--- src/rtl/mips_pkg.sv ---
// ----------------------------------------------------------------------------
// mips_pkg
// Shared definitions for the MIPS execute-stage ALU.
//   ALU_WIDTH : default operand/result width
//   CTL_*     : 4-bit operation codes produced by the ALU-control decoder
// ----------------------------------------------------------------------------
package mips_pkg;

    localparam int ALU_WIDTH = 32;

    localparam logic [3:0] CTL_AND = 4'b0000;
    localparam logic [3:0] CTL_OR  = 4'b0001;
    localparam logic [3:0] CTL_ADD = 4'b0010;
    localparam logic [3:0] CTL_SUB = 4'b0110;
    localparam logic [3:0] CTL_SLT = 4'b0111;
    localparam logic [3:0] CTL_NOR = 4'b1100;
    localparam logic [3:0] CTL_XOR = 4'b1101;

endpackage

--- src/rtl/mips_alu_if.sv ---
// ----------------------------------------------------------------------------
// mips_alu_if
// Operand/result bundle between the execute stage and the ALU.
//   master : drives in_valid, ctl, a, b; receives the registered results
//   slave  : the ALU side
//   in_valid/ctl/a/b          : request for this cycle
//   out/z/ovf/illegal/out_valid : registered response, one cycle later
// ----------------------------------------------------------------------------
interface mips_alu_if
    import mips_pkg::*;
#(
    parameter int WIDTH = ALU_WIDTH
);

    logic             in_valid;
    logic [3:0]       ctl;
    logic [WIDTH-1:0] a;
    logic [WIDTH-1:0] b;
    logic [WIDTH-1:0] out;
    logic             z;
    logic             ovf;
    logic             illegal;
    logic             out_valid;

    modport master (
        output in_valid, ctl, a, b,
        input  out, z, ovf, illegal, out_valid
    );

    modport slave (
        input  in_valid, ctl, a, b,
        output out, z, ovf, illegal, out_valid
    );

endinterface

--- src/rtl/mips_alu_addsub.sv ---
// ----------------------------------------------------------------------------
// mips_alu_addsub
// Shared combinational adder/subtractor feeding ADD, SUB and SLT.
//   i_a, i_b    : operands
//   i_sub       : 1 = a - b (b inverted, carry-in 1), 0 = a + b
//   o_sum       : result truncated to WIDTH
//   o_carry     : carry out of the MSB
//   o_ovf       : signed overflow of the selected operation
//   o_sltLess   : signed a < b, valid when i_sub = 1
// ----------------------------------------------------------------------------
module mips_alu_addsub
    import mips_pkg::*;
#(
    parameter int WIDTH = ALU_WIDTH
) (
    input  logic [WIDTH-1:0] i_a,
    input  logic [WIDTH-1:0] i_b,
    input  logic             i_sub,
    output logic [WIDTH-1:0] o_sum,
    output logic             o_carry,
    output logic             o_ovf,
    output logic             o_sltLess
);

    logic [WIDTH-1:0] w_bOperand;
    logic [WIDTH:0]   w_fullSum;

    assign w_bOperand = i_sub ? ~i_b : i_b;
    assign w_fullSum  = {1'b0, i_a} + {1'b0, w_bOperand} + {{WIDTH{1'b0}}, i_sub};
    assign o_sum      = w_fullSum[WIDTH-1:0];
    assign o_carry    = w_fullSum[WIDTH];

    // Using the effective (possibly inverted) b covers both cases: for ADD the
    // operand signs match, for SUB the original signs differ, and the result
    // sign then disagrees with a.
    assign o_ovf = (i_a[WIDTH-1] == w_bOperand[WIDTH-1]) &&
                   (o_sum[WIDTH-1] != i_a[WIDTH-1]);

    // The raw difference sign is wrong whenever a - b overflows; flipping it
    // by the overflow bit recovers the true signed comparison.
    assign o_sltLess = o_sum[WIDTH-1] ^ o_ovf;

endmodule

--- src/rtl/mips_alu.sv ---
// ----------------------------------------------------------------------------
// mips_alu
// 32-bit MIPS execute-stage ALU with one-cycle registered latency.
//   clk   : rising-edge clock
//   rst_n : synchronous active-low reset
//   bus   : mips_alu_if slave
//             in_valid, ctl, a, b         -> request
//             out, z, ovf, illegal, out_valid <- registered response
// Results and flags hold while in_valid is low; only out_valid drops.
// ----------------------------------------------------------------------------
module mips_alu
    import mips_pkg::*;
#(
    parameter int WIDTH = ALU_WIDTH
) (
    input  logic       clk,
    input  logic       rst_n,
    mips_alu_if.slave  bus
);

    logic             w_sub;
    logic [WIDTH-1:0] w_sum;
    logic             w_unusedCarry;
    logic             w_arithOvf;
    logic             w_sltLess;
    logic [WIDTH-1:0] w_result;
    logic             w_ovf;
    logic             w_illegal;

    logic [WIDTH-1:0] r_out;
    logic             r_z;
    logic             r_ovf;
    logic             r_illegal;
    logic             r_outValid;

    // SLT reuses the subtractor to get the signed comparison.
    assign w_sub = (bus.ctl == CTL_SUB) || (bus.ctl == CTL_SLT);

    mips_alu_addsub #(
        .WIDTH (WIDTH)
    ) u_addsub (
        .i_a       (bus.a),
        .i_b       (bus.b),
        .i_sub     (w_sub),
        .o_sum     (w_sum),
        .o_carry   (w_unusedCarry),
        .o_ovf     (w_arithOvf),
        .o_sltLess (w_sltLess)
    );

    // Operation select; undefined codes produce a zero result with the
    // illegal flag set and never report overflow.
    always_comb begin
        w_result  = '0;
        w_ovf     = 1'b0;
        w_illegal = 1'b0;
        case (bus.ctl)
            CTL_AND: w_result = bus.a & bus.b;
            CTL_OR:  w_result = bus.a | bus.b;
            CTL_ADD: begin
                w_result = w_sum;
                w_ovf    = w_arithOvf;
            end
            CTL_SUB: begin
                w_result = w_sum;
                w_ovf    = w_arithOvf;
            end
            CTL_SLT: w_result = {{(WIDTH-1){1'b0}}, w_sltLess};
            CTL_NOR: w_result = ~(bus.a | bus.b);
            CTL_XOR: w_result = bus.a ^ bus.b;
            default: w_illegal = 1'b1;
        endcase
    end

    // Output registers. z comes from the same w_result loaded into r_out so
    // the two can never disagree.
    always_ff @(posedge clk) begin
        if (!rst_n) begin
            r_out      <= '0;
            r_z        <= 1'b1;
            r_ovf      <= 1'b0;
            r_illegal  <= 1'b0;
            r_outValid <= 1'b0;
        end else begin
            r_outValid <= bus.in_valid;
            if (bus.in_valid) begin
                r_out     <= w_result;
                r_z       <= (w_result == '0);
                r_ovf     <= w_ovf;
                r_illegal <= w_illegal;
            end
        end
    end

    assign bus.out       = r_out;
    assign bus.z         = r_z;
    assign bus.ovf       = r_ovf;
    assign bus.illegal   = r_illegal;
    assign bus.out_valid = r_outValid;

endmodule

--- src/flat_wrapper.sv ---
// flat-port wrapper written by rule: the top's interface ports become plain ports
module mips_alu_flat import mips_pkg::*;
#(
    parameter int WIDTH = ALU_WIDTH
)
  (clk, rst_n, bus_in_valid, bus_ctl, bus_a, bus_b, bus_out, bus_z, bus_ovf, bus_illegal, bus_out_valid);
  mips_alu_if #(.WIDTH(WIDTH)) bus_i ();
  input  logic clk;
  input  logic rst_n;
  input wire logic [$bits(bus_i.in_valid)-1:0] bus_in_valid;
  input wire logic [$bits(bus_i.ctl)-1:0] bus_ctl;
  input wire logic [$bits(bus_i.a)-1:0] bus_a;
  input wire logic [$bits(bus_i.b)-1:0] bus_b;
  output wire logic [$bits(bus_i.out)-1:0] bus_out;
  output wire logic [$bits(bus_i.z)-1:0] bus_z;
  output wire logic [$bits(bus_i.ovf)-1:0] bus_ovf;
  output wire logic [$bits(bus_i.illegal)-1:0] bus_illegal;
  output wire logic [$bits(bus_i.out_valid)-1:0] bus_out_valid;
  assign bus_i.in_valid = bus_in_valid;
  assign bus_i.ctl = bus_ctl;
  assign bus_i.a = bus_a;
  assign bus_i.b = bus_b;
  assign bus_out = bus_i.out;
  assign bus_z = bus_i.z;
  assign bus_ovf = bus_i.ovf;
  assign bus_illegal = bus_i.illegal;
  assign bus_out_valid = bus_i.out_valid;
  mips_alu #(.WIDTH(WIDTH)) u_core (.clk(clk), .rst_n(rst_n), .bus(bus_i));
endmodule
--- config.mk ---
export PLATFORM = sky130hd
export DESIGN_NAME = mips_alu_flat
export DESIGN_NICKNAME = d
export VERILOG_FILES = /design/src/rtl/mips_pkg.sv /design/src/rtl/mips_alu_if.sv /design/src/rtl/mips_alu_addsub.sv /design/src/rtl/mips_alu.sv /design/src/flat_wrapper.sv
export SDC_FILE = /design/constraint.sdc
export NUM_CORES = 1
export LEC_CHECK = 0
export CAP_MARGIN = 0
export CORE_MARGIN = 2
export CORE_UTILIZATION = 24
export CTS_BUF_LIST = sky130_fd_sc_hd__clkbuf_2
export DETAILED_ROUTE_END_ITERATION = 10
export GPL_TIMING_DRIVEN = 0
export HOLD_SLACK_MARGIN = 0.05
export PLACE_DENSITY_LB_ADDON = 0.15
export SYNTH_ARGS = -nofsm -noshare
export SYNTH_HDL_FRONTEND = slang
export SYNTH_SLANG_ARGS = --single-unit
export TNS_END_PERCENT = 100
--- constraint.sdc ---
create_clock -name clk -period 5.08 [get_ports clk]
set_clock_uncertainty 0.05 [all_clocks]
set_input_delay 0.762 -clock clk [delete_from_list [all_inputs] [get_ports clk]]
set_output_delay 0.762 -clock clk [all_outputs]
set_load 0.05 [all_outputs]
==> results.md, run 1 <==
* Final critical delay including setup and external delays at between 4 and 5 ns
* Design area at approximately 7600 sq um
* Required time of the worst setup path at between 5 and 6 ns
* Routed via count divided by cell count at between 5 and 6
* Flops & latches, synth at 36
* Most common cell after layout, fill and taps aside: clkdlybuf4s50_1
* Number of warnings printed during yosys synthesis at 0
* Initial antenna violation count at 0
* Placed wire-length estimate after detailed placement at 19.7 mm
* Clock insertion delay at the later pin of the skew report at roughly 0.38 ns
* Slowest cell on crit path: clkdlybuf4s50_1
* Detailed Routing Iterations Pass 1 at 4
* Count of buffering cells on the critical path with inverters included at 5
* Crit path capture type: register
* Total congestion overflow after global routing at 0
* I/O pin count at 107
* Global-route usage over all layers at 17.7%
* Static power due to leakage at 3.13 nW
* Netlist area before placement at between 6000 and 7000 sq um
* Commonest cells after routing, fill and taps aside: clkdlybuf4s50_1, ha_1, a21oi_1
* Number of standard cells after synthesis at between 800 and 900
* Met3 routed WL at approximately 940 um
* Number of violations reported at the end of detailed-routing iteration 0 at about 440
* Clock buffer depth at 2
* Final cell count without fillers at between 1000 and 1500
* Max_cap viols at 0
* Run status: finished clean
* Path category of the worst min-delay check: reg2reg
* CP max stage delay at around 0.58 ns
* Final total negative setup slack at 0 ns
* First-pass GRT wire length at roughly 37 mm
* Post-detailed-routing wire length at 23.8 mm
* Initial Utilization at 24.3%
* CTS tree: yes
* CP Max Fanout at 10
* Final Hold Violating Endpoints at 0
* DRC at 0
* Wirelength per Cell at between 15 and 20 um
* Number of enable-type register cells in the synthesized netlist at 0
* Antenna fix cells at 0
* Type of origin of the critical path: input port
* VDD IR max at approximately 75 uV
* Clk sinks at 36
* Met2 layer wire length in the routed design at ~11 mm
* Register area share after synthesis at between 10% and 20%
* Full die area at between 20000 and 30000 sq um
* PortBufs at around 100
* Final GP Congestion at a little over 0.9
* Area growth from synthesis to layout at 25.8%
* Number of nets in the layout at 1125
* Fmax achieved at about 200 MHz
* Die W at between 150 and 200 um
* Clock-pin slew of the registers on the worst-case setup and hold paths at between 0.15 and 0.2 ns
* Fin. max-slew vios at 0
* Highest metal layer with signal wires: met4
* Pwr/cell area at 170 nW/um^2
* Max H-tree Level at 2
* Total power of the final layout at 1.30 mW
* Vias in the first global route at approximately 6400
* Clk root buf: clkbuf_2
* DP Area at ~7500 sq um
* Mean area per synthesized cell at 7.19 sq um
* Relative max-transition margin at between 40% and 50%
* Top_reg_cell synth: dfxtp_1
* Critical path type: in2reg
* Placed Cells at 1279
* Total clock buffers created by CTS at 5
* Arrival time at the worst endpoint at 5.16 ns
* Number of nets in the synthesized netlist at between 1000 and 1500
* Share of layout cells above drive strength 1 at slightly above 6%
* Cell-by-cell trace of the critical path: clkdlybuf4s50_1 > buf_2 > and3b_1 > buf_2 > clkbuf_4 > xnor2_1 > inv_1 > fa_1 > nand2b_1 > a21oi_2 > nand2_1 > a311o_1 > a31oi_1 > o211ai_1 > nor4_2 > nand4_1 > o31ai_2
* Pin count of the biggest net entering global routing at 13
* Measured slew at the worst slew-check pin at around 0.84 ns
* Top delay family on crit path: buffers and inverters
* Total of hold buffers inserted after clock tree synthesis at 0
* Setup Viol. Count Final at 0
* Distinct cells, synth at 78
* WL met1 at 11.5 mm
* Number of core rows at slightly below 60
* Remaining antenna violation count after routing at 0
* Die Span Y at ~160 um
* Core region area at between 20000 and 30000 sq um
* Total number of vias at 6649
* Synth async-reset ratio at 0%
* Period utilisation layout at a little over nine tenths
* Most common cell on crit path: buf_2
-- cell usage after synthesis, drive strengths merged (11+ instances only) --
cell type	instances	area, sq um
a211oi	23	173
and3	12	80.1
nand3	12	60.1
a21oi	94	482
dfxtp	36	721
xnor2	36	315
nand4	17	106
o21ai	48	240
nor3	22	110
o21a	11	82.6
ha	97	1210
clkbuf	34	128
inv	77	289
o211ai	11	82.6
a221oi	21	190
nor2	80	300
buf	21	111
a21o	14	105
nand2	48	183
-- registers in the layout (all words and copies together), names as in the netlist --
signal and cells:
u_core.bus.ovf 1, u_core.bus.out 32, u_core.bus.out_valid 1, u_core.bus.z 1, u_core.bus.illegal 1
-- stage by stage --
stage	util, %	hold WS (ns)	setup WS, ns
floorplan	-	0.643	0.871
global placement	30.1	0.407	-1.18
detailed placement	30.1	0.408	-1.18
CTS	30.3	0.430	0.00585
global route	30.5	0.454	-0.0295
finish	30.5	0.427	0.158
-- worst paths after layout --
path	start	to	slack, ns	cells after the start
max reg2reg	u_core.bus.out[12]	u_core.bus.out[12]	4.26	2
min	u_core.bus.ovf	u_core.bus.ovf	0.43	2
min reg2reg	u_core.bus.ovf	u_core.bus.ovf	0.43	2
max	bus_ctl[1]	u_core.bus.z	0.16	17
-- timing repair --
item / 4_1_cts / 5_1_grt
endpoints found under the hold margin: 0 / 0
setup endpoints to repair: 11 / 2
pin swaps: 0 / 1
gates resized for setup: 8 / 11
setup buffers: 0 / 1
-- final cells by class --
class | count | area [sq um]
buffer | 54 | 246
clock buffer | 5 | 25.0
clock inverter | 3 | 17.5
fill | 2799 | 17400
inverter | 78 | 293
multi-input combinational | 676 | 4880
sequential | 36 | 721
tap | 330 | 413
timing repair buffer | 105 | 1050
-- worst reg2reg max path, delay by kind of cell (launching register included) --
kind,cells,cell delay (ns)
simple gates,1,0.05
flops,1,0.42
compound gates,1,0.22
-- routing by layer --
layer,GRT usage [%],up-vias
li1,-,3321
met2,30.4,161
met1,25.0,3153
met3,1.22,14
met4,1.89,0
met5,0,-
-- logic make-up after synthesis --
kind of cell	after synthesis	share of synthesized area [%]
AO/OA/AOI/OAI	293	32.6
AND/OR/NAND/NOR	240	19.9
buffers and inverters	133	8.76
adder cells (fa/ha/maj)	98	20.3
XOR/XNOR	41	5.91
flip-flops	36	11.9
multiplexers	4	0.680
-- where the power goes --
part	leakage [nW]	switching, mW	internal, mW
clock	0.0308	0.102	0.0335
combinational	2.80	0.527	0.321
sequential	0.298	0.0130	0.303
Note: power is estimated with default switching activity, not from simulation.
==> run 2, diff against run 1 <==
- ABC_AREA: default -> 1
- CORE_ASPECT_RATIO: default -> 0.8
- clock period: 5.08 -> 5.4 ns (I/O delays scaled with it)
==> run 2 against run 1 <==
Register-to-register slack better by 0.42 ns. Design area down 2.4%. Critical endpoint unchanged. Worst hold slack gained 0.0025 ns. Area after synthesis decreased by 1.8%.
==> results.md, run 2 <==
* Run status: finished clean
* Post-synthesis cell type with the largest combined area: ha_1
* Number of core rows at slightly above 50
* Buffer count from post-CTS setup fixing at 0
* Wirelength per Cell at 15.9 um
* Critical path type: in2reg
* Total of hold buffers inserted after clock tree synthesis at 0
* Die Span Y at 145 um
* CP max stage delay at 0.74 ns
* Number of nets in the synthesized netlist at around 1200
* Total number of vias at ~6500
* Total clock buffers created by CTS at 5
* Share of layout cells above drive strength 1 at under 10%
* Commonest cells after routing, fill and taps aside: nand2_1, inv_1, clkdlybuf4s50_1
* Synth async-reset ratio at 0%
* Fin. max-slew vios at 0
* Worst Min Path Start: u_core.bus.out[23]
* Static power due to leakage at ~3.8 nW
* First-pass GRT wire length at around 35 mm
* Initial Utilization at approximately a quarter
* Max_cap viols at 0
* Most common cell on crit path: nand2_1
* Initial antenna violation count at 0
* Minimum setup slack among reg-to-reg paths at between 4 and 5 ns
* Most frequently used cell type in the post-synthesis netlist: nand2_1
* Crit path capture type: register
* Flops & latches, synth at 36
* Mean area per synthesized cell at between 5 and 6 sq um
* Number of nets in the layout at ~1300
* Area growth from synthesis to layout at 25.0%
* VDD IR max at 55.9 uV
* Worst hold path depth at 2
* Number of instances resized during post-cts repair at 0
* Number of enable-type register cells in the synthesized netlist at 0
* Ranking of synthesized cells by area: ha_1, nand2_1, dfxtp_1
* Final critical delay including setup and external delays at 4.54 ns
* CP Max Fanout at 10
* Total congestion overflow after global routing at 0
* Required time of the worst setup path at 5.70 ns
* DRC at 0
* Vias in the first global route at between 6000 and 7000
* Final GP Congestion at between 0.9 and 1
* Relative max-transition margin at 35.0%
* Distinct cells, synth at 42
* Setup Viol. Count Final at 0
* Clk sinks at 36
* Top_reg_cell synth: dfxtp_1
* Detailed Routing Iterations Pass 1 at 5
* Number of standard cells after synthesis at 995
* Clock buffer depth at 2
* Flip-flop count of the largest register, all copies and words added at 32
* Slowest cell on crit path: buf_1
* Fraction of post-synthesis cell area in the top cell type by area at about a fifth
* Count of buffering cells on the critical path with inverters included at 6
* Global-route usage over all layers at 17.1%
* Netlist area before placement at just under 6000 sq um
* CTS tree: yes
* PortBufs at roughly 110
* Number of violations reported at the end of detailed-routing iteration 0 at around 480
* Top delay family on crit path: buffers and inverters
* Antenna fix cells at 0
* Register area share after synthesis at 12.1%
* Most common cell after layout, fill and taps aside: nand2_1
* Reg-to-Reg End: u_core.bus.out[0]
* Number of warnings printed during yosys synthesis at 0
* Unrepaired setup endpoints after global routing: false
* Final-layout worst hold slack at 0.429 ns
* Full die area at roughly 26000 sq um
* Die W at ~180 um
* Clk root buf: clkbuf_2
* Arrival time at the worst endpoint at roughly 4.8 ns
* Pwr/cell area at about 150 nW/um^2
* Placed wire-length estimate after detailed placement at between 15 and 20 mm
* Fmax achieved at about 220 MHz
* Max H-tree Level at 2
* Final total negative setup slack at 0 ns
* I/O pin count at 107
* Routed via count divided by cell count at between 4 and 5
* Most frequent cells after synthesis: nand2_1, inv_1, ha_1, nor2_1, nand3_1
* Remaining antenna violation count after routing at 0
* Clock insertion delay at the later pin of the skew report at about 0.4 ns
* Path category of the worst min-delay check: reg2reg
* Post-detailed-routing wire length at around 23 mm
* Clock-pin slew of the registers on the worst-case setup and hold paths at 0.18 ns
* Final Hold Violating Endpoints at 0
* Core region area at 24400 sq um
* Measured slew at the worst slew-check pin at 0.975 ns
* Sink of the worst hold path: u_core.bus.out[23]
* Type of origin of the critical path: input port
* Worst R2R Path Depth at 4
* Source of the worst register-to-register timing path: u_core.bus.out[0]
* Period utilisation layout at 84.0%
* Pin count of the biggest net entering global routing at 11
-- run 2: cell count changes after synthesis, sizes merged, moves of 13 or more --
| cell | change |
|---|---|
| nand2 | +243 |
| inv | +113 |
| a21oi | -59 |
| nand3 | +55 |
| xnor2 | -35 |
| clkbuf | -28 |
| xor2 | +27 |
| a211oi | -22 |
| nor3 | -17 |
| o21ai | +15 |
| a21o | -14 |
| a22o | +13 |
-- run 2: area by class of cell --
type                            instances  area [sq um]
Buffer                                 22           116
Clock buffer                            5          25.0
Clock inverter                          2          7.51
Fill cell                            2767         16900
Inverter                              191           717
Multi-Input combinational cell        746          4410
Sequential cell                        36           721
Tap cell                              318           398
Timing Repair Buffer                  106          1060
-- run 2: metrics by stage --
stage	util, %	instances	worst slack (ns)	cell area [sq um]	total power [mW]
6_report	30.6	1426	0.864	7460	1.10
2_1_floorplan	-	995	2.13	5970	0.739
5_1_grt	30.6	1426	0.541	7460	1.20
4_1_cts	30.6	1426	0.884	7460	1.10
3_5_place_dp	30.5	1419	0.480	7420	0.986
3_3_place_gp	30.5	1419	0.491	7420	0.985
-- run 2: report_power, final --
group | internal, mW | switching (mW)
clock | 0.0267 | 0.0887
combinational | 0.247 | 0.449
sequential | 0.281 | 0.00783
-- run 2: tightest hold or removal path: cells and delay by family (launching register included) --
family          cells  cell delay [ns]
simple gates        1             0.05
flops               1             0.36
compound gates      1             0.05
-- run 2: logic make-up after synthesis --
kind of cell    Yosys count  synth area share (%)
compound gates          144                  15.2
fa+ha+maj                98                  20.7
simple gates            471                  33.2
buf+inv                 213                  14.0
flops                    36                  12.1
xor+xnor                 33                  4.84
-- run 2: worst max-delay path by stage --
| stage | startpoint | cells past startpoint | to |
|---|---|---|---|
| floorplan | bus_ctl[3] | 21 | u_core.bus.z |
| global placement | bus_ctl[3] | 23 | u_core.bus.z |
| detailed placement | bus_ctl[3] | 25 | u_core.bus.z |
| CTS | bus_ctl[3] | 25 | u_core.bus.z |
| global route | bus_ctl[3] | 25 | u_core.bus.z |
| finish | bus_ctl[3] | 25 | u_core.bus.z |
-- run 2: layer usage --
layer	vias to the layer above	GRT usage (%)	part of all wire (%)	wire, um
met5	-	0	0	0
met4	0	3.27	1.2	266
li1	3406	-	-	-
met1	2905	26.2	54	12200
met2	154	26.1	41	9320
met3	17	1.28	3.8	872
==> RTL edit 1, RTL diff (settings of run 2) <==
Set the package constant `ALU_WIDTH` to 64 (it was 32).
--- a/src/rtl/mips_pkg.sv
+++ b/src/rtl/mips_pkg.sv
@@ -6,7 +6,7 @@
 // ----------------------------------------------------------------------------
 package mips_pkg;
 
-    localparam int ALU_WIDTH = 32;
+    localparam int ALU_WIDTH = 64;
 
     localparam logic [3:0] CTL_AND = 4'b0000;
     localparam logic [3:0] CTL_OR  = 4'b0001;
Interface: changed (resized bus_a, bus_b and bus_out); port bits go from 107 to 203. No check against the original RTL was run, so the function may have changed too.
==> RTL edit 1 against run 2 <==
- setup slack got worse by 0.72 ns
- sequential cell count rose by 32
- global-route usage rose by 5.7 points
- final area is 110% higher
- power up 130%
- fmax fell by 14%
- area after synthesis rose by 120%
- critical path depth is 1 lower
- largest cell class unchanged
- critical endpoint unchanged
- routed wire length rose to 2.9 times the old value
==> RTL edit 1: results (changes against run 2) <==
status: complete, no violations
maximum fanout along the worst path: 10 (unchanged)
post-cts sizing count: 4 (+4)
most frequent cells after synthesis: nand2_1 (659), inv_1 (487), ha_1 (193)
drt wl/cell: 20.7 um (+30%)
Mapped Cells: 2247 (+130%)
placed cells: 3149 (+120%)
clk_lat worst skew: 0.50 ns (+0.11 ns)
VDD IR-drop max: 0.0000718 V (+29%)
relative slew slack: 0.419 (+0.0684)
global-route wire length before repair: 93.6 mm (+170%)
Pre-antenna DRT Iters: 6 (+1)
leakage: 8.56 nW (+120%)
Final HPWL DP: 57.1 mm (+190%)
largest net degree at the start of global routing: 14 (+3)
Arr. time, crit path: 5.65 ns (+0.81 ns)
Layout fillers: 5986 (+120%)
gr usage total: 0.228 (+0.0567)
GP Congestion: 0.935 (+2.4%)
H-Tree Level Count: 3 (+1)
slowest CP cell: fa_1
worst r2r dst: u_core.bus.z$_SDFFE_PN1P_
HP Start: u_core.bus.out[43]$_SDFFE_PN0P_
vias in the first global route: 14.4k (+140%)
max reg flops: 64 (+100%)
sequential share of the synthesized area: 0.105 (-0.0162)
clk slew on worst S/H paths: 0.20 ns (+0.02 ns)
Vias: 15.1k (+130%)
total wire length: 65.5 mm (+190%)
R2R depth: 3 (-1)
layout cells sized above 1: 0.0536 (+0.0130)
Net Count, Synth: 2576 (+120%)
Synth area leaders: nand2_1 (19%), ha_1 (19%), inv_1 (14%)
DRT iter0 DRCs: 1483 (+210%)
Reg2Reg Setup Slack: 4.59 ns (-0.09 ns)
TritonCTS Buffers: 9 (+4)
Final nets: 2787 (+120%)
Yosys cell types: 49 (+17%)
worst hold endpoint: u_core.bus.out[43]$_SDFFE_PN0P_
Critical R2R Launch: u_core.bus.z$_SDFFE_PN1P_
ys async rst share: 0 (unchanged)
Max stage delay on crit path: 0.67 ns (-0.07 ns)
initial antenna violation count: 1 (+1)
PortBufs: 200 (+89%)
[RTL edit 1: cell types whose count changed after synthesis, sizes merged, moves of 39 or more]
cell and change:
nand2 +392, inv +313, ha +96, nor2 +91
nand3 +69, a21oi +44, o21ai +39
[RTL edit 1: worst max-delay path by stage]
stage / end / slack (ns) / cells after the start
floorplan: u_core.bus.z$_SDFFE_PN1P_ / 1.61 / 23
global placement: u_core.bus.z$_SDFFE_PN1P_ / -0.86 / 24
detailed placement: u_core.bus.z$_SDFFE_PN1P_ / -0.82 / 24
CTS: u_core.bus.z$_SDFFE_PN1P_ / 0.04 / 28
global route: u_core.bus.z$_SDFFE_PN1P_ / 0.006 / 24
finish: u_core.bus.z$_SDFFE_PN1P_ / 0.15 / 24
[RTL edit 1: area by class of cell]
| cell class | count | area [sq um] | share of cell area |
|---|---|---|---|
| Inverter | 503 | 1890 | 0.118 |
| Timing Repair Buffer | 200 | 2000 | 0.125 |
| Antenna cell | 1 | 2.50 | 0.000156 |
| Clock buffer | 10 | 50.0 | 0.00312 |
| Tap cell | 702 | 878 | 0.0548 |
| Sequential cell | 68 | 1360 | 0.0849 |
| Multi-Input combinational cell | 1627 | 9510 | 0.593 |
| Clock inverter | 6 | 71.3 | 0.00445 |
| Buffer | 49 | 260 | 0.0162 |
[RTL edit 1: routing by layer]
layer	track usage	vias up	share of wire
li1	-	7461	-
met1	0.342	7093	0.50
met2	0.349	483	0.41
met3	0.0264	45	0.068
met4	0.0396	0	0.015
met5	0	-	0
[RTL edit 1: stage by stage]
step                worst slack (ns)  instance area [sq um]  hold slack (ns)
finish                         0.147                  16000            0.438
global route                 0.00577                  16000            0.450
CTS                           0.0449                  16000            0.443
detailed placement            -0.819                  15900            0.401
global placement              -0.863                  15900            0.394
floorplan                       1.61                  13000            0.640
[RTL edit 1: kinds of logic after synthesis]
group,count (synthesis),share of synthesized area
AOI/OAI and AO/OA,294,0.146
xor gates and xnor gates,63,0.0424
adders and majority gates,194,0.187
buffers and inverters,552,0.165
DFF,68,0.105
and+or+nand+nor,1076,0.356
[RTL edit 1: power by group]
group / switching (mW) / internal (mW) / total [mW]
registers: 0.0191 / 0.532 / 0.551
logic: 1.13 / 0.537 / 1.67
clock network: 0.203 / 0.113 / 0.316
total: 1.35 / 1.18 / 2.54
[RTL edit 1: worst max-delay path: cells and delay by family]
kind | cells | cell delay, ns
AO/OA/AOI/OAI | 2 | 0.33
adder cells (fa/ha/maj) | 1 | 0.67
buffers and inverters | 4 | 1.60
AND/OR/NAND/NOR | 17 | 2.23
==> RTL edit 2, RTL diff (settings of run 2) <==
Without the edit above. Make the reset (`rst_n`) asynchronous in one clocked block. Comments in the files are not updated.
--- a/src/rtl/mips_alu.sv
+++ b/src/rtl/mips_alu.sv
@@ -74,7 +74,7 @@
 
     // Output registers. z comes from the same w_result loaded into r_out so
     // the two can never disagree.
-    always_ff @(posedge clk) begin
+    always_ff @(posedge clk or negedge rst_n) begin
         if (!rst_n) begin
             r_out      <= '0;
             r_z        <= 1'b1;
Formal check against the unedited RTL: differs if rst_n is asserted again (counterexample within 4 cycles, from zero or initial values and one cycle with rst_n low); with rst_n held inactive, the same outputs for 10 cycles.
==> RTL edit 2 against run 2 <==
- largest cell class unchanged
- final area up 3.6%
- hold slack barely moved
- fmax rose by 1.8%
- combinational power rose by 17%
- setup slack gained 0.081 ns
- sequential cell count is the same
- routed wire length increased by 7.1%
- area after synthesis rose by 4.3%
- power is 14% higher
- cell count rose by 1.5%
==> RTL edit 2: results (changes against run 2) <==
sequential share of the synthesized area: 0.145 (+0.0241)
main flop type after synthesis: dfrtp_1
Net Count, Synth: 1179 (+1.3%)
Critical R2R Launch: u_core.bus.z$_DFFE_PN1P_
Reg2Reg Setup Slack: 4.62 ns (-0.06 ns)
Final nets: 1292 (+1.2%)
DRT iter0 DRCs: 493 (+3.6%)
Hold Path Class: in -> async
Vias: 6693 (+3.3%)
Final HPWL DP: 20.7 mm (+6.8%)
status: complete, no violations
placed cells: 1440 (+1.5%)
pre-CTS setup slack: 0.577 ns (+0.0968 ns)
TritonCTS Buffers: 5 (unchanged)
CTS root buf: clkbuf_2
most frequent cells after synthesis: nand2_1 (286), inv_1 (171), nor2_1 (106)
Least-Margin Pin Slew: 0.899 ns (-0.0753 ns)
leakage: 4.08 nW (+6.1%)
worst r2r dst: u_core.bus.z$_DFFE_PN1P_
GP Congestion: 0.908 (-0.61%)
Cell Area, Placed: 7690 sq um (+3.5%)
Vias/cell: 4.62 (+1.7%)
ys async rst share: 1.00 (+1.00)
vias in the first global route: 6385 (+5.9%)
R2R depth: 2 (-2)
max reg flops: 32 (unchanged)
crit path from: bus_ctl[1]
Area Overhead vs Synth: 24.1%
drt wl/cell: 16.8 um (+5.5%)
Post-CTS Hold Buffers: 0 (unchanged)
Arr. time, crit path: 4.74 ns (-0.10 ns)
largest net degree at the start of global routing: 37 (+26)
clk_lat worst skew: 0.36 ns (-0.03 ns)
initial antenna violation count: 0 (unchanged)
Mapped Cells: 1010 (+1.5%)
gr usage total: 0.179 (+0.00811)
Tmin final: 4.45 ns (-0.0814 ns)
Synth area leaders: ha_1 (19%), nand2_1 (17%), dfrtp_1 (14%)
hold slack: 0.429 ns (-0.0000150 ns)
layout cells sized above 1: 0.0472 (+0.00654)
global-route wire length before repair: 37.1 mm (+6.0%)
Longest Clk Path Bufs: 2 (unchanged)
VDD IR-drop max: 0.0000704 V (+26%)
## RTL edit 2: changes by cell type in the layout (fill, tap and decap cells not counted), sizes merged, moves of 7 or more
cell   delta
nor2     +23
o21ai    -22
a22o     -13
a31oi    +14
dfrtp    +35
inv       -7
nand3     +7
dfxtp    -36
## RTL edit 2: cell type report
class	count	area, sq um
Multi-Input combinational cell	768	4510
Timing Repair Buffer	106	1060
Inverter	184	691
Clock buffer	7	35.0
Buffer	22	124
Clock inverter	1	3.75
Fill cell	2879	17600
Tap cell	324	405
Sequential cell	36	902
## RTL edit 2: critical path, cell delays in order
cell	delay [ns]
clkdlybuf4s50_1	0.54
nand3_4	0.22
buf_1	0.70
xor2_1	0.22
ha_1	0.46
nand2_1	0.12
nor2_1	0.23
nand2_1	0.11
inv_1	0.06
nand2_1	0.06
nand2_1	0.11
nand2_1	0.06
nand3_1	0.07
nand2_1	0.14
inv_1	0.12
nand2_1	0.07
nor2_1	0.17
nand2_1	0.07
nor2_1	0.08
nand2_1	0.05
nor2_1	0.08
nand3_1	0.10
nand2_1	0.07
## RTL edit 2: kinds of logic after synthesis
kind of cell | after synthesis | share of synthesized area
flops | 36 | 0.145
xor+xnor | 34 | 0.0478
simple gates | 513 | 0.348
fa+ha+maj | 98 | 0.198
buf+inv | 206 | 0.131
compound gates | 123 | 0.130
## RTL edit 2: metal layers
layer,GRT usage,wire length [um]
met3,0.0150,987
met2,0.272,9830
met1,0.276,13200
met5,0,0
met4,0.0320,312
## RTL edit 2: where the power goes
group | switching [mW] | internal [mW]
clock network | 0.0878 | 0.0347
logic | 0.532 | 0.284
registers | 0.0184 | 0.300
